## src/rtl/instr_fetch.sv

```systemverilog
// instr_fetch: program counter and instruction-fetch unit feeding the instruction register.
// Optional fetch-wait timeout is compiled in with `define FETCH_TIMEOUT_EN.
module instr_fetch #(
  parameter int              BITS           = 32,
  parameter int              JMP_LEFT       = 25,
  parameter int              IMM_LEFT       = 16,
  parameter logic [BITS-1:0] RESET_VECTOR   = 32'h0000_0000,
  parameter logic [BITS-1:0] EXC_VECTOR     = 32'h0000_0080,
  parameter int              TIMEOUT_CYCLES = 16
) (
  input  logic              clk,
  input  logic              rst_,
  output logic [BITS-1:0]   imem_addr,
  output logic              imem_req,
  input  logic              imem_ack,
  input  logic [BITS-1:0]   imem_data,
  output logic              load_instr,
  output logic [BITS-1:0]   mem_data,
  input  logic              jmp,
  input  logic              jal,
  input  logic              jreg,
  input  logic              breq,
  input  logic              brne,
  input  logic              halt,
  input  logic              exception,
  input  logic              equal,
  input  logic              not_equal,
  input  logic [JMP_LEFT:0] addr,
  input  logic [IMM_LEFT-1:0] imm,
  input  logic [BITS-1:0]   jr_data,
  output logic [BITS-1:0]   pc_plus4,
  output logic [BITS-1:0]   epc,
  output logic              halted,
  output logic              bus_err
);

  typedef enum logic [1:0] {RUN = 2'd0, EXC = 2'd1, HALTED = 2'd2} state_t;

  state_t          state_q, state_d;
  logic [BITS-1:0] pc_q, pc_d;
  logic [BITS-1:0] instr_pc_q, instr_pc_d;
  logic [BITS-1:0] epc_q, epc_d;
  logic            redir_done_q, redir_done_d;

  logic            running, flow_change, redirect, take_exc, timeout;
  logic [BITS-1:0] branch_target, jump_target, jreg_target;

  assign running     = (state_q == RUN);
  assign flow_change = exception | halt | jreg | jmp | jal | (breq & equal) | (brne & not_equal);
  // redir_done keeps a flag held by the decoder from steering the PC twice
  assign redirect    = running & ~redir_done_q & flow_change;
  assign take_exc    = running & ~redir_done_q & exception;

  assign imem_req    = running & rst_;
  assign load_instr  = imem_req & imem_ack & ~redirect;
  assign imem_addr   = pc_q;
  assign mem_data    = imem_data;
  assign pc_plus4    = instr_pc_q + BITS'(4);
  assign epc         = epc_q;
  assign halted      = (state_q == HALTED);

  assign jreg_target   = jr_data & ~BITS'(3);
  assign jump_target   = {pc_plus4[BITS-1:JMP_LEFT+3], addr, 2'b00};
  assign branch_target = pc_plus4 + {{(BITS-IMM_LEFT-2){imm[IMM_LEFT-1]}}, imm, 2'b00};

`ifdef FETCH_TIMEOUT_EN
  localparam int CW = $clog2(TIMEOUT_CYCLES + 1);

  logic [CW-1:0] wait_q, wait_d;
  logic          bus_err_q, bus_err_d;

  assign timeout = running & ~imem_ack & (wait_q == CW'(TIMEOUT_CYCLES - 1));
  assign bus_err = bus_err_q;

  always_comb begin
    wait_d    = '0;
    bus_err_d = timeout & ~take_exc;
    if (imem_req & ~imem_ack & ~redirect & ~timeout)
      wait_d = wait_q + CW'(1);
  end

  always_ff @(posedge clk or negedge rst_) begin
    if (!rst_) begin
      wait_q    <= '0;
      bus_err_q <= 1'b0;
    end else begin
      wait_q    <= wait_d;
      bus_err_q <= bus_err_d;
    end
  end
`else
  assign timeout = 1'b0;
  assign bus_err = 1'b0;
`endif

  always_comb begin
    state_d      = state_q;
    pc_d         = pc_q;
    instr_pc_d   = instr_pc_q;
    epc_d        = epc_q;
    redir_done_d = redir_done_q;
    case (state_q)
      RUN: begin
        if (take_exc) begin
          epc_d        = instr_pc_q;
          pc_d         = EXC_VECTOR;
          state_d      = EXC;
          redir_done_d = 1'b1;
        end else if (timeout) begin
          epc_d        = pc_q;
          pc_d         = EXC_VECTOR;
          state_d      = EXC;
          redir_done_d = 1'b1;
        end else if (redirect) begin
          redir_done_d = 1'b1;
          if (halt)             state_d = HALTED;
          else if (jreg)        pc_d    = jreg_target;
          else if (jmp | jal)   pc_d    = jump_target;
          else                  pc_d    = branch_target;
        end else if (load_instr) begin
          instr_pc_d   = pc_q;
          pc_d         = pc_q + BITS'(4);
          redir_done_d = 1'b0;
        end
      end
      EXC:     state_d = RUN;
      default: state_d = HALTED;
    endcase
  end

  always_ff @(posedge clk or negedge rst_) begin
    if (!rst_) begin
      state_q      <= RUN;
      pc_q         <= RESET_VECTOR;
      instr_pc_q   <= RESET_VECTOR;
      epc_q        <= '0;
      redir_done_q <= 1'b0;
    end else begin
      state_q      <= state_d;
      pc_q         <= pc_d;
      instr_pc_q   <= instr_pc_d;
      epc_q        <= epc_d;
      redir_done_q <= redir_done_d;
    end
  end

endmodule
```

## config.mk

```make
export PLATFORM = sky130hd
export DESIGN_NAME = instr_fetch
export DESIGN_NICKNAME = d
export VERILOG_FILES = /design/src/rtl/instr_fetch.sv
export SDC_FILE = /design/constraint.sdc
export NUM_CORES = 1
export LEC_CHECK = 0
export CORE_MARGIN = 1.5
export CORE_UTILIZATION = 45
export DETAILED_ROUTE_END_ITERATION = 12
export DONT_BUFFER_PORTS = 1
export GPL_TIMING_DRIVEN = 0
export SYNTH_ARGS = -nofsm -noshare
export SYNTH_HDL_FRONTEND = slang
export SYNTH_SLANG_ARGS = --single-unit
```

## constraint.sdc

```tcl
create_clock -name clk -period 7.1 [get_ports clk]
set_input_delay 0.355 -clock clk [delete_from_list [all_inputs] [get_ports clk]]
set_output_delay 0.355 -clock clk [all_outputs]
set_load 0.005 [all_outputs]
```

### Word-level counts from Yosys, hierarchy flattened

Index checks and enable logic that the tools add are counted.

| word-level totals | value |
|---|---|
| input bits | 118 |
| logic and storage cells | 51 |
| bits in registers | 99 |

| cells by class | value |
|---|---|
| multiplexer cells | 13 |
| eq/ne operators | 5 |
| reductions and logical operators | 7 |
| bitwise logic cells | 18 |
| add/subtract/negate cells | 3 |

Operators with widths:

| cell | count |
|---|---|
| 2-to-1 mux 32 bit | 6 |
| adder 32 x 3 -> 32 bit, second input constant | 2 |
| adder 32 bit | 1 |
| bitwise AND 1 bit | 8 |
| OR 1 bit | 7 |
| 2-to-1 mux 2 bit | 3 |
| inequality test 3 x 2 -> 1 bit, second input constant | 2 |
| AND reduction 2 bit | 3 |
| case mux 2 bit (2 select lines) | 1 |
| AND reduction 4 bit | 1 |
| 2-to-1 mux 1 bit | 3 |
| inequality test 3 x 1 -> 1 bit, second input constant | 1 |
| inverter 1 bit | 3 |
| AND reduction 3 bit | 1 |
| nonzero test 3 bit | 1 |
| equality test 2 x 1 -> 1 bit, second input constant | 1 |
| equality test 2 bit, second input constant | 1 |
| zero test 2 bit | 1 |

### Longest topological paths before layout

| logic depth | value |
|---|---|
| word-level depth | 12 |
| gate-level depth with buffers | 17 |
| gate-level depth less buffers | 15 |

### Worst setup path after synthesis

No wires, ideal clock.

| timing path | value |
|---|---|
| path type | register -> register |
| start | register instr_pc_q[9] |
| end | register pc_q[31] (netlist: imem_addr[31]) |
| clock period less this slack | 3.554 ns |
| path buffers | 2 |
| slack | 3.546 ns |
| library setup time | 0.125 ns |
| stages on the path, launching flop included | 18 |
| arrival | 3.429 ns |
| cells stage by stage | dfrtp_1 > buf_4 > nand4_1 > or3_4 > nor2_4 > nand2_1 > nor2_1 > xor2_1 > ha_1 > clkbuf_1 > a211oi_1 > o21ai_0 > a31oi_1 > nor2_1 > o311a_1 > a211oi_1 > mux2i_1 > nand2_1 |

| on the way | value |
|---|---|
| longest elaborated chain between the ends | 7 |

Ends and longest elaborated chain:

| what | line | RTL |
|---|---|---|
| start: declaration | 41 | `logic [BITS-1:0] instr_pc_q, instr_pc_d;` |
| start signal: assignment | 141 | `instr_pc_q <= instr_pc_d;` |
| adder 32 x 3 -> 32 bit | 58 | `assign pc_plus4 = instr_pc_q + BITS'(4);` |
| named net pc_plus4[28] | 31 | `output logic [BITS-1:0] pc_plus4,` |
| adder 32 bit | 64 | `assign branch_target = pc_plus4 + {{(BITS-IMM_LEFT-2){imm[IMM_LEFT-1]}}, imm, 2'b00};` |
| 2-to-1 mux 32 bit | 118 | `else if (jmp \| jal) pc_d = jump_target;` |
| 2-to-1 mux 32 bit | 117 | `else if (jreg) pc_d = jreg_target;` |
| 2-to-1 mux 32 bit | 116 | `if (halt) state_d = HALTED;` |
| 2-to-1 mux 32 bit | 114 | `end else if (redirect) begin` |
| 2-to-1 mux 32 bit | 104 | `if (take_exc) begin` |
| end signal: assignment | 140 | `pc_q <= pc_d;` |
| end: declaration | 40 | `logic [BITS-1:0] pc_q, pc_d;` |

The timed path passes the listed nets, and every way through them passes these cells. The select of a mux whose other input is x is not followed.
A chain may end at the register's enable or synchronous reset.

### Final worst setup path

| timing path | value |
|---|---|
| start | register instr_pc_q[10] |
| end | register pc_q[31] (netlist: imem_addr[31]) |

The elaborated chain is that of the path after synthesis.

==> impl.org <==
** Clock network
- Clock-pin slew was measured on the worst setup and hold paths at 0.07 ns.
- The H-tree was split into 3 levels.
- Buffers added to address setup during post-CTS repair amount to 0.
- For the worst-skew pair, the clock arrives at the later sink with an insertion delay of around 0.35 ns.
- In this run the deepest clock path goes through 2 buffers.
- Counting every sink on the clock net gives 99.
- Clock tree synthesis inserted a total of 9 buffers.
- Root Buffer Master :: clkbuf_16
- TritonCTS built the clock tree.

** STA
- Setup repair after global routing left no endpoint under its margin.
- Max transition margin :: 0.453
- Final Max Slew Viols :: 0
- For the final database, setup skew stands at 0.00899 ns.
- Dividing the final minimum period by the clock period gives 0.645.
- At the pin with the least slew margin, the transition time is 0.814 ns.
- Final sum of negative setup slack :: 0 ns
- Fin. Hold Viols :: 0
- Highest achievable clock rate :: 218 MHz
- Final worst setup slack :: 2.52 ns
- Final setup violating endpoints :: 0
- Clock period minus worst slack :: 4.58 ns

** Critical path
- Top Family by Delay on Critical Path :: compound AO/OA/AOI/OAI gates
- STA puts the critical path data required time at 7.34 ns.
- Among all stages on the critical path, the largest delay is contributed by or3_4.
- Maximum fanout count along the critical path :: 7
- Arrival time of data at the critical path endpoint :: 4.82 ns
- Critical path type :: reg2reg
- Chain of cells forming the critical path :: nand4_1 -> or3_4 -> nor2_4 -> nand2_1 -> nor2_1 -> xor2_1 -> ha_1 -> clkbuf_1 -> a211oi_1 -> o21ai_0 -> a31oi_1 -> nor2_1 -> o311a_1 -> a211oi_1 -> mux2i_1 -> nand2_1
- The worst setup path is launched from a flop.
- Slowest cell delay on critical path :: 0.47 ns
- Together, buffers and inverters on the worst path number 1.
- Worst setup EP type :: flop

** GRT
- For this run, the total global-route usage over all layers was measured as 0.305.
- Largest net degree at the start of global routing :: 100
- Overflow after GRT :: 0
- The initial antenna violation count was 1.
- Vias in the first global route :: 6801
- The first global-routing pass estimated 41400 um of wire.

** Routing
- # DRC :: 0
- After detailed routing, the total wire length is 27600 um.
- The pre-antenna-repair detailed-routing pass consisted of 5 iterations.
- Using the TritonRoute via totals, the vias-per-cell ratio works out to 6.17.
- Antenna Nets Post-Route :: 0
- The detailed router placed 7196 vias in this run.
- After detailed routing, the average wire length per cell comes to about 24 um.
- Number of violations reported at the end of detailed-routing iteration 0 :: 699

** Logic synthesis
- Dominant register cell in the synthesized netlist :: dfrtp_1
- For this run, the number of Yosys warnings is 0.
- The mapped netlist covers around 7700 sq um.
- Synthesis inferred approximately 100 register bits.
- Post-Syn Nets :: 1084
- For this run, the register share of the synthesized area comes to 0.320.
- In this run, synthesis inferred 0 flip-flops with an integrated enable.
- Gate count of the mapped netlist :: 928
- Count of distinct cell types in the synthesized netlist :: 84
- In the synthesized netlist the async set-or-reset flop fraction comes to 1.00.
- Synthesized area per cell :: 8.35 sq um

** Status
- The run finished with clean final reports.

** Run
- The tool flagged a number of max-cap violations equal to 0.

** Power and ir drop
- Cell area power density :: 373 nW/um^2
- Pleak :: 3.75 nW
- Power comes to 3.11 mW.
- VDD sags by at most around 0.00016 V.

** Cells and area
- Once layout is done, the placed cells without fillers occupy around 8300 sq um.
- Of the cells placed in the final design, the portion with a size suffix greater than 1 is 0.137.
- The number of antenna diodes in the final layout is 0.
- Layout overhead on the synthesized area :: 7.80%
- For this run, the post-layout net count is between 1000 and 1500.
- Final standard cell utilization of the core :: 0.500

** Worst hold path
- The min-delay analysis places its worst path in the category in2reg.

** Placed design
- Post-detailed-placement half-perimeter wirelength :: approximately 21000 um
- In this run the tool buffered the top-level ports with 0 buffer cells.
- The placed instances occupy a cell area of about 8000 sq um.
- Worst slack at placement :: 2.61 ns
- Routability-driven placement finished with a final weighted congestion of 0.968.

** Floorplan
- The floorplan step set the die width to 134 um.
- In this run the vertical extent of the chip is roughly 130 um.
- The core region is 16700 sq um.
- Number of placement rows :: 47
- In this run the count of I/O pins placed on the die edge is 250.
- The initial utilization of the core area, before any placement, comes to 0.464.
- Die area :: roughly 18000 sq um
==> layout make-up <==
type                       count  area, sq um
tap                          220          275
sequential                    99         2480
fill                        1682         8350
clock buffer                  13          270
buffer                        81          467
clock inverter                 3         21.3
timing repair buffer           2         37.5
inverter                      22         82.6
multi-input combinational    726         4720
==> stage by stage <==
stage	hold WS, ns	instances
after floorplan	0.0594	928
after global placement	0.0620	1148
after detailed placement	0.0616	1148
after CTS	0.134	1166
after global routing	0.163	1166
final	0.143	1166
==> sequential cells by signal, indices dropped and copies added, names as in the netlist <==
signal        cells
imem_addr        32
epc              32
redir_done_q      1
instr_pc_q       32
state_q           2
==> synthesized netlist by cell type (20+ instances only) <==
master / number / area (sq um)
clkbuf_1: 23 / 86.3
ha_1: 37 / 463
nor2_1: 45 / 169
a21oi_1: 57 / 285
mux2_2: 34 / 383
dfrtp_1: 99 / 2480
nand2_1: 168 / 631
buf_4: 37 / 278
nand3_1: 31 / 155
inv_1: 20 / 75.1
o21ai_0: 55 / 275
xnor2_1: 31 / 272
==> metal layers <==
layer  vias to the layer above  part of all wire  GRT usage
met4                         0             0.025     0.0980
li1                       3359                 -          -
met1                      3405              0.42      0.416
met3                        43              0.11     0.0911
met2                       389              0.44      0.464
met5                         -                 0          0
==> power by group <==
group	leakage [nW]	internal, mW	total (mW)	switching [mW]
Sequential	1.30	0.784	1.14	0.351
Combinational	2.32	0.589	1.48	0.888
Clock	0.142	0.267	0.498	0.231
==> worst reg2reg max path, cell delays in order, from the launching register on <==
cell      delay [ns]
dfrtp_1         0.45
nand4_1         0.23
or3_4           0.47
nor2_4          0.17
nand2_1         0.19
nor2_1          0.16
xor2_1          0.42
ha_1            0.32
clkbuf_1        0.20
a211oi_1        0.29
o21ai_0         0.16
a31oi_1         0.29
nor2_1          0.07
o311a_1         0.29
a211oi_1        0.45
mux2i_1         0.24
nand2_1         0.06
==> layout by cell type (no fill, tap or decap), types with 8 or more instances in the layout <==
cell | synthesis | final
buf_4 | 37 | 37
a211oi_1 | 13 | 13
inv_1 | 20 | 20
a21o_1 | 13 | 13
mux2i_1 | 8 | 8
mux2_2 | 34 | 34
and3_1 | 13 | 13
buf_2 | 19 | 19
dfrtp_1 | 99 | 99
nand3_1 | 31 | 31
nor3_1 | 17 | 17
nand4_1 | 17 | 17
nand2_1 | 168 | 168
ha_1 | 37 | 37
nor2_1 | 45 | 45
a31oi_1 | 16 | 16
a21oi_1 | 57 | 57
xnor2_1 | 31 | 31
clkbuf_1 | 23 | 24
and2_1 | 8 | 8
xor2_1 | 16 | 16
clkbuf_16 | 0 | 9
o21ai_0 | 55 | 55
==> logic make-up after synthesis <==
family	after synthesis	share of synthesized area
simple gates	353	0.222
compound gates	245	0.211
buf+inv	103	0.0709
flops	99	0.320
xor+xnor	47	0.0531
mux	42	0.0598
fa+ha+maj	38	0.0624
other cells	1	0.000484
==> repair_timing <==
action,CTS,global route
endpoints found under the hold margin,99,0
resized for setup,0,0
hold buffers,2,0
==> worst paths after layout <==
path | endpoint | cells after the start | from | slack, ns
min reg2reg | redir_done_q$_DFFE_PN0P_ | 2 | redir_done_q$_DFFE_PN0P_ | 0.50
max reg2reg | imem_addr[31]$_DFFE_PN0P_ | 16 | instr_pc_q[10]$_DFFE_PN0P_ | 2.52
max in group asynchronous | imem_addr[25]$_DFFE_PN0P_ | 2 | rst_ | 6.09
min | state_q[1]$_DFFE_PN0P_ | 2 | halt | 0.14
max | imem_addr[31]$_DFFE_PN0P_ | 16 | instr_pc_q[10]$_DFFE_PN0P_ | 2.52
min in group asynchronous | epc[2]$_DFFE_PN0P_ | 2 | rst_ | 0.57
(Power assumes the default switching activity.)
